===== config.mk =====
export PLATFORM = sky130hd
export DESIGN_NAME = alu_ctrl_seq_flat
export DESIGN_NICKNAME = d
export VERILOG_FILES = /design/src/rtl/alu_ctrl_pkg.sv /design/src/rtl/alu_ctrl_seq_if.sv /design/src/rtl/md_latency_seq.sv /design/src/rtl/alu_ctrl_seq.sv /design/src/flat_wrapper.sv
export SDC_FILE = /design/constraint.sdc
export NUM_CORES = 1
export LEC_CHECK = 0
export BUFFER_PORTS_ARGS = -buffer_cell sky130_fd_sc_hd__buf_2
export CAP_MARGIN = 20
export CORE_ASPECT_RATIO = 1.2
export CORE_UTILIZATION = 47
export DETAILED_ROUTE_END_ITERATION = 6
export PLACE_DENSITY = 0.73
export SYNTH_ARGS = -nofsm -noshare
export SYNTH_HDL_FRONTEND = slang
export SYNTH_SLANG_ARGS = --single-unit

===== constraint.sdc =====
create_clock -name clk -period 1.27 [get_ports clk]
set_input_delay 0.127 -clock clk [delete_from_list [all_inputs] [get_ports clk]]
set_output_delay 0.127 -clock clk [all_outputs]
set_load 0.02 [all_outputs]

===== src/rtl/alu_ctrl_pkg.sv =====
// Shared constants for the ID/EX ALU control stage: widened ALU codes,
// funct7 encodings and the multiply/divide sequencer states.
package alu_ctrl_pkg;

    localparam logic [3:0] ALU_ADD  = 4'b0000;
    localparam logic [3:0] ALU_SUB  = 4'b0001;
    localparam logic [3:0] ALU_AND  = 4'b0010;
    localparam logic [3:0] ALU_OR   = 4'b0011;
    localparam logic [3:0] ALU_SLL  = 4'b0100;
    localparam logic [3:0] ALU_SLT  = 4'b0101;
    localparam logic [3:0] ALU_SRL  = 4'b0110;
    localparam logic [3:0] ALU_XOR  = 4'b0111;
    localparam logic [3:0] ALU_SRA  = 4'b1000;
    localparam logic [3:0] ALU_SLTU = 4'b1001;
    localparam logic [3:0] ALU_MD   = 4'b1111;

    localparam logic [6:0] FUNCT7_BASE   = 7'b0000000;
    localparam logic [6:0] FUNCT7_ALT    = 7'b0100000;
    localparam logic [6:0] FUNCT7_MULDIV = 7'b0000001;

    typedef enum logic [1:0] {
        IDLE = 2'b00,
        BUSY = 2'b01,
        DONE = 2'b10
    } md_state_e;

endpackage


===== src/rtl/alu_ctrl_seq_if.sv =====
// Decode-in / control-out bundle between the ID stage, alu_ctrl_seq and EX.
interface alu_ctrl_seq_if #(
    parameter int CTRL_W = 4
);
    logic              flush;
    logic              in_valid;
    logic              in_ready;
    logic              opb5;
    logic [2:0]        funct3;
    logic [6:0]        funct7;
    logic [1:0]        ALUOp;
    logic              out_valid;
    logic              out_ready;
    logic [CTRL_W-1:0] ALUControl;
    logic [2:0]        md_op;
    logic              md_start;
    logic              md_busy;
    logic              illegal;

    modport master (
        output flush, in_valid, opb5, funct3, funct7, ALUOp, out_ready,
        input  in_ready, out_valid, ALUControl, md_op, md_start, md_busy, illegal
    );

    modport slave (
        input  flush, in_valid, opb5, funct3, funct7, ALUOp, out_ready,
        output in_ready, out_valid, ALUControl, md_op, md_start, md_busy, illegal
    );
endinterface


===== src/rtl/md_latency_seq.sv =====
// Multiply/divide latency sequencer: holds the front end off until the
// selected MD latency has elapsed and the result has been consumed.
//   state | meaning
//   IDLE  | no M op in flight
//   BUSY  | M op launched, counting down remaining latency
//   DONE  | latency elapsed, result presented until out_ready
module md_latency_seq
    import alu_ctrl_pkg::*;
#(
    parameter int MUL_LAT = 2,
    parameter int DIV_LAT = 32
) (
    input  logic clk,
    input  logic rst_n,
    input  logic start,
    input  logic lat_sel,
    input  logic flush,
    input  logic out_ready,
    output logic busy,
    output logic done,
    output logic md_start
);
    localparam int MAX_LAT = (MUL_LAT > DIV_LAT) ? MUL_LAT : DIV_LAT;
    localparam int CNT_W   = $clog2(MAX_LAT + 1);
    localparam logic [CNT_W-1:0] MUL_LOAD = CNT_W'(MUL_LAT - 1);
    localparam logic [CNT_W-1:0] DIV_LOAD = CNT_W'(DIV_LAT - 1);
    localparam logic [CNT_W-1:0] CNT_ONE  = CNT_W'(1);

    md_state_e        state_q, state_d;
    logic [CNT_W-1:0] cnt_q, cnt_d;
    logic [CNT_W-1:0] load;
    logic             md_start_q, md_start_d;
    logic             busy_q, busy_d;
    logic             done_q, done_d;

    always_comb begin
        state_d    = state_q;
        cnt_d      = cnt_q;
        md_start_d = 1'b0;
        load       = lat_sel ? DIV_LOAD : MUL_LOAD;
        if (flush) begin
            state_d = IDLE;
            cnt_d   = '0;
        end else begin
            case (state_q)
                IDLE: if (start) begin
                    md_start_d = 1'b1;
                    cnt_d      = load;
                    state_d    = (load == '0) ? DONE : BUSY;
                end
                BUSY: begin
                    cnt_d = cnt_q - CNT_ONE;
                    if (cnt_q == CNT_ONE) state_d = DONE;
                end
                DONE: if (out_ready) state_d = IDLE;
                default: state_d = IDLE;
            endcase
        end
        busy_d = (state_d != IDLE);
        done_d = (state_d == DONE);
    end

    always_ff @(posedge clk or negedge rst_n) begin
        if (!rst_n) begin
            state_q    <= IDLE;
            cnt_q      <= '0;
            md_start_q <= 1'b0;
            busy_q     <= 1'b0;
            done_q     <= 1'b0;
        end else begin
            state_q    <= state_d;
            cnt_q      <= cnt_d;
            md_start_q <= md_start_d;
            busy_q     <= busy_d;
            done_q     <= done_d;
        end
    end

    assign busy     = busy_q;
    assign done     = done_q;
    assign md_start = md_start_q;

endmodule


===== src/rtl/alu_ctrl_seq.sv =====
// ID/EX ALU control stage: decodes ALUOp/funct3/funct7/opb5 into a widened
// ALU code, registers it, and sequences RV32M ops through md_latency_seq.
module alu_ctrl_seq
    import alu_ctrl_pkg::*;
#(
    parameter int CTRL_W  = 4,
    parameter bit EN_M    = 1'b1,
    parameter int MUL_LAT = 2,
    parameter int DIV_LAT = 32
) (
    input  logic          clk,
    input  logic          rst_n,
    alu_ctrl_seq_if.slave bus
);
    logic [3:0]        code;
    logic              dec_illegal;
    logic              dec_md;
    logic              is_r;
    logic              accept;
    logic              md_busy;
    logic              md_done;
    logic              out_valid;
    logic              nm_valid_q, nm_valid_d;
    logic [CTRL_W-1:0] ctrl_q, ctrl_d;
    logic [2:0]        md_op_q, md_op_d;
    logic              illegal_q, illegal_d;

    always_comb begin
        code        = ALU_ADD;
        dec_illegal = 1'b0;
        dec_md      = 1'b0;
        is_r        = (bus.ALUOp == 2'b10) && bus.opb5;
        case (bus.ALUOp)
            2'b00: code = ALU_ADD;
            2'b01: code = ALU_SUB;
            2'b11: dec_illegal = 1'b1;
            default: begin
                if (is_r && (bus.funct7 == FUNCT7_MULDIV) && EN_M) begin
                    dec_md = 1'b1;
                    code   = ALU_MD;
                end else if (is_r && (bus.funct7 != FUNCT7_BASE) && (bus.funct7 != FUNCT7_ALT)) begin
                    dec_illegal = 1'b1;
                end else begin
                    case (bus.funct3)
                        3'b000:  code = (bus.funct7[5] && bus.opb5) ? ALU_SUB : ALU_ADD;
                        3'b001:  code = ALU_SLL;
                        3'b010:  code = ALU_SLT;
                        3'b011:  code = ALU_SLTU;
                        3'b100:  code = ALU_XOR;
                        3'b101:  code = bus.funct7[5] ? ALU_SRA : ALU_SRL;
                        3'b110:  code = ALU_OR;
                        default: code = ALU_AND;
                    endcase
                end
            end
        endcase
    end

    // An M result is presented by the sequencer's DONE state, not by nm_valid_q.
    assign out_valid    = nm_valid_q | md_done;
    assign bus.in_ready = ~md_busy & (~out_valid | bus.out_ready);
    assign accept       = bus.in_valid & bus.in_ready & ~bus.flush;

    always_comb begin
        nm_valid_d = nm_valid_q;
        ctrl_d     = ctrl_q;
        md_op_d    = md_op_q;
        illegal_d  = illegal_q;
        if (bus.flush) begin
            nm_valid_d = 1'b0;
        end else if (accept) begin
            nm_valid_d  = ~dec_md;
            ctrl_d      = '0;
            ctrl_d[3:0] = code;
            md_op_d     = dec_md ? bus.funct3 : 3'b000;
            illegal_d   = dec_illegal;
        end else if (bus.out_ready) begin
            nm_valid_d = 1'b0;
        end
    end

    always_ff @(posedge clk or negedge rst_n) begin
        if (!rst_n) begin
            nm_valid_q <= 1'b0;
            ctrl_q     <= '0;
            md_op_q    <= '0;
            illegal_q  <= 1'b0;
        end else begin
            nm_valid_q <= nm_valid_d;
            ctrl_q     <= ctrl_d;
            md_op_q    <= md_op_d;
            illegal_q  <= illegal_d;
        end
    end

    md_latency_seq #(
        .MUL_LAT (MUL_LAT),
        .DIV_LAT (DIV_LAT)
    ) u_md_seq (
        .clk       (clk),
        .rst_n     (rst_n),
        .start     (accept & dec_md),
        .lat_sel   (bus.funct3[2]),
        .flush     (bus.flush),
        .out_ready (bus.out_ready),
        .busy      (md_busy),
        .done      (md_done),
        .md_start  (bus.md_start)
    );

    assign bus.out_valid  = out_valid;
    assign bus.ALUControl = ctrl_q;
    assign bus.md_op      = md_op_q;
    assign bus.md_busy    = md_busy;
    assign bus.illegal    = illegal_q;

endmodule


===== src/flat_wrapper.sv =====
// flat-port wrapper written by rule: the top's interface ports become plain ports
module alu_ctrl_seq_flat import alu_ctrl_pkg::*;
#(
    parameter int CTRL_W  = 4,
    parameter bit EN_M    = 1'b1,
    parameter int MUL_LAT = 2,
    parameter int DIV_LAT = 32
)
  (clk, rst_n, bus_flush, bus_in_valid, bus_opb5, bus_funct3, bus_funct7, bus_ALUOp, bus_out_ready, bus_in_ready, bus_out_valid, bus_ALUControl, bus_md_op, bus_md_start, bus_md_busy, bus_illegal);
  alu_ctrl_seq_if #(.CTRL_W(CTRL_W)) bus_i ();
  input  logic clk;
  input  logic rst_n;
  input wire logic [$bits(bus_i.flush)-1:0] bus_flush;
  input wire logic [$bits(bus_i.in_valid)-1:0] bus_in_valid;
  input wire logic [$bits(bus_i.opb5)-1:0] bus_opb5;
  input wire logic [$bits(bus_i.funct3)-1:0] bus_funct3;
  input wire logic [$bits(bus_i.funct7)-1:0] bus_funct7;
  input wire logic [$bits(bus_i.ALUOp)-1:0] bus_ALUOp;
  input wire logic [$bits(bus_i.out_ready)-1:0] bus_out_ready;
  output wire logic [$bits(bus_i.in_ready)-1:0] bus_in_ready;
  output wire logic [$bits(bus_i.out_valid)-1:0] bus_out_valid;
  output wire logic [$bits(bus_i.ALUControl)-1:0] bus_ALUControl;
  output wire logic [$bits(bus_i.md_op)-1:0] bus_md_op;
  output wire logic [$bits(bus_i.md_start)-1:0] bus_md_start;
  output wire logic [$bits(bus_i.md_busy)-1:0] bus_md_busy;
  output wire logic [$bits(bus_i.illegal)-1:0] bus_illegal;
  assign bus_i.flush = bus_flush;
  assign bus_i.in_valid = bus_in_valid;
  assign bus_i.opb5 = bus_opb5;
  assign bus_i.funct3 = bus_funct3;
  assign bus_i.funct7 = bus_funct7;
  assign bus_i.ALUOp = bus_ALUOp;
  assign bus_i.out_ready = bus_out_ready;
  assign bus_in_ready = bus_i.in_ready;
  assign bus_out_valid = bus_i.out_valid;
  assign bus_ALUControl = bus_i.ALUControl;
  assign bus_md_op = bus_i.md_op;
  assign bus_md_start = bus_i.md_start;
  assign bus_md_busy = bus_i.md_busy;
  assign bus_illegal = bus_i.illegal;
  alu_ctrl_seq #(.CTRL_W(CTRL_W), .EN_M(EN_M), .MUL_LAT(MUL_LAT), .DIV_LAT(DIV_LAT)) u_core (.clk(clk), .rst_n(rst_n), .bus(bus_i));
endmodule

==> run_results.csv <==
group,metric,value,unit
yosys,syn_area,0.001172,mm²
clocking,worstSkewPairLatency,300,ps
clocking,cts.sinks,20,
die,die_w,47.59,µm
finish,nets,212,
setup_path,cp-start-kind,"flop",
die,rows,19,
placement,gp_congestion,0.8616,
sta,layout_min_cycle_time,1471,ps
yosys,syn_inst,129,
global_route,grt_pass1_wl,5188,µm
yosys,synthTopCellsByArea,"dfrtp_1 43%, nand2_1 5.4%, o21ai_0 3.8%",
setup_path,rr_worst_depth,6,
global_route,grt_pass1_vias,1245,
power,power_density,685.7,mW/mm²
yosys,syn_nets,149,
sta,rsz0062_at_grt,"yes",
clocking,clk_pin_slew,110,ps
setup_path,r2r_slack,-180,ps
sta,max_freq,680.0,MHz
worst_hold_path,hold_path_class,"in -> reg",
yosys,synth_top_area_frac,0.4269,
setup_path,slowest_delay,400,ps
worst_hold_path,whs_endpoint,"u_core.bus.md_op[0]",
job,maxCapViolCount,0,
power,p_seq_frac,0.520,
yosys,synth.largest_area_cell,"dfrtp_1",
outcome,status,"finished, violations left",
placement,dp_slack,-156.1,ps
sta,final_max_slew_viol_count,0,
die,initial_core_util,0.5032,
routing,wirelength,3441,µm
routing,dr_total_vias,1280,
setup_path,path_cells,"o21bai_1, buf_4, nor2b_4, buf_6",
outcome,violations,"setup timing",
clocking,numCtsBuffers,3,
global_route,grt_max_degree,21,
worst_hold_path,hp-start,"bus_funct3[0]",
worst_hold_path,hold_path_depth,3,
sta,maxSlewHeadroom,0.6190,
finish,area_growth,59.55,%
finish,instances_no_fill,222,
power,pwr-share-clk,0.247,
setup_path,r2r_start,"u_core.u_md_seq.done",
global_route,antenna_found_initial,0,
setup_path,endpoint_kind,"output port",
routing,drtPass1Iterations,4,
routing,vias_per_cell,5.766,
finish,diodes,0,
die,die_h,56.71,µm
finish,utilization,0.8029,
power,p_int,0.9139,mW
setup_path,path_delay_family,"flip-flops",
setup_path,worst-path-buf-inv,2,
die,ios,30,
yosys,ys_ff_latch,20,
routing,ant_nets,0,
power,ir_drop,0.5898,mV
power,p_leak,0.8685,nW
sta,period_share,1.158,
placement,place_inst,209,
routing,dr.first_iter.drc_count,26,
placement,port_buffers,29,
global_route,grt_use_total,0.2710,
power,power_frac_comb,0.233,
clocking,root_buffer,"clkbuf_4",
setup_path,critical_path_class,"reg -> out",
sta,finalSetupViolations,21,
clocking,clk_path_buf_depth,2,
die,core_area,0.002330,mm²
clocking,cts_max_level,1,
yosys,yosysUniqueCellTypes,44,
placement,place_area,0.001534,mm²
yosys,yosysSeqAreaShare,0.4269,
finish,drive_above_1_share,0.5445,
placement,hpwlAfterDp,2252,µm
setup_path,cp.arrival,1340,ps
routing,drcViolationCount,0,
setup_path,crit_slowest_cell,"dfrtp_1",
clocking,cts_tree,"yes",
sta,tightest_slew,568.9,ps
routing,wl_per_cell,15.50,µm
setup_path,r2r-end,"u_core.u_md_seq.cnt_q[5]",
power,power.switching,0.3687,mW
sta,hold_viol,0,
power,switching_share,0.2875,
sta,setup_ws,-200.6,ps
finish,design_area,0.001871,mm²
die,die-area,0.002699,mm²
yosys,syn_area_per_cell,9.088,µm²
setup_path,cp.required,1140,ps
sta,finalClockSkew,1.925,ps
global_route,overflow,0,
setup_path,crit_fanout,2,
yosys,yosysWarnings,0,
==> synth_stat cells, drive strengths merged <==
cell     instances
a211oi           2
a21o             1
a21oi            6
a311oi           1
a31oi            6
and3             1
and3b            1
and4             1
buf              3
clkbuf           3
dfrtp           20
ha               2
inv              6
mux2             1
nand2           17
nand2b           2
nand3            2
nand3b           3
nand4            2
nand4b           1
nand4bb          1
nor2            10
nor2b            3
nor3             3
nor3b            4
nor4             1
o211ai           4
o21ai            9
o21bai           1
o2bb2ai          1
o311ai           1
o31a             1
o31ai            2
o32ai            1
or2              2
or3              1
or4              1
xnor2            1
xor2             1
==> metrics by stage <==
step	setup TNS [ps]	hold slack, ps	power (mW)
2_1_floorplan	-829.0	-168.6	0.7847
3_5_place_dp	-1860	101.4	0.8934
5_1_grt	-3500	104.8	1.349
6_report	-2263	99.18	1.283
3_3_place_gp	-991.3	99.12	0.8868
4_1_cts	-1967	93.99	1.234
==> power by group through the flow <==
stage,Combinational [mW],Clock (mW),Sequential [mW]
after floorplan,0.0907,0,0.694
after global placement,0.212,0,0.675
after detailed placement,0.217,0,0.676
after CTS,0.242,0.328,0.664
after global routing,0.322,0.358,0.668
final,0.299,0.317,0.666
==> state kept, by name, summed over array words and instances (netlist names), 2 cells and up <==
name                     count
u_core.bus.md_op             3
u_core.u_md_seq.cnt_q        6
u_core.bus.ALUControl        4
u_core.u_md_seq.state_q      2
==> layout make-up <==
cell class | count | area [µm²]
fill | 169 | 459.2
multi-input combinational | 97 | 822.0
clock buffer | 4 | 26.28
inverter | 6 | 22.52
tap | 31 | 38.79
timing repair buffer | 64 | 456.7
sequential | 20 | 504.2
==> worst min-delay path, delay by kind of cell <==
family,cells,cell delay [ps]
and+or+nand+nor,1,60
AOI/OAI and AO/OA,1,50
buffers and inverters,1,130
==> layer usage <==
| metal | vias up | global-route usage | part of all wire |
|---|---|---|---|
| li1 | 594 | - | - |
| met1 | 633 | 0.3055 | 0.40 |
| met2 | 41 | 0.4795 | 0.54 |
| met3 | 12 | 0.02572 | 0.025 |
| met4 | 0 | 0.1270 | 0.034 |
| met5 | - | 0 | 0 |
==> cells in the final DEF (no fill, tap or decap), types with 2 or more instances in the layout <==
cell type / instances
buf_2: 27
buf_4: 26
dfrtp_1: 17
nand2_1: 12
nor2_1: 9
buf_6: 9
a31oi_1: 5
inv_1: 4
o21ai_1: 4
o211ai_1: 4
a21oi_1: 4
nand3b_1: 3
nand2_2: 3
o21ai_2: 3
clkbuf_4: 3
dfrtp_2: 3
inv_2: 2
nor3b_2: 2
nand2b_1: 2
nor2b_1: 2
nand4_1: 2
a21oi_2: 2
or2_2: 2
o21ai_0: 2
a211oi_1: 2
==> cell families (layout without fill, tap and decap cells) <==
| kind of cell | count (synthesis) | count (layout) | share of synthesized area |
|---|---|---|---|
| adder cells (fa/ha/maj) | 2 | 2 | 0.02134 |
| AND/OR/NAND/NOR | 56 | 56 | 0.2743 |
| buffers and inverters | 12 | 74 | 0.04482 |
| flip-flops | 20 | 20 | 0.4269 |
| XOR/XNOR | 2 | 2 | 0.01494 |
| AO/OA/AOI/OAI | 36 | 36 | 0.2081 |
| multiplexers | 1 | 1 | 0.009604 |
==> how the worst max path moves through the flow <==
stage                               startpoint                        to  slack [ps]  cells after the start
after CTS                    u_core.nm_valid_q              bus_in_ready        -170                      4
after global routing      u_core.u_md_seq.done              bus_in_ready        -270                      4
after global placement           bus_funct7[6]  u_core.u_md_seq.cnt_q[1]         -80                      5
final                     u_core.u_md_seq.done              bus_in_ready        -200                      4
after detailed placement         bus_funct7[6]  u_core.bus.ALUControl[0]        -160                      5
after floorplan           u_core.u_md_seq.busy  u_core.u_md_seq.cnt_q[3]        -140                      5
==> what timing repair did <==
action | CTS | global route
setup buffers | 4 | 2
gates cloned | 1 | 1
hold buffers | 1 | 0
pin swaps | 11 | 17
hold endpoints to repair | 20 | 0
setup endpoints to repair | 21 | 21
gates resized for setup | 28 | 34
(Power assumes the default switching activity.)
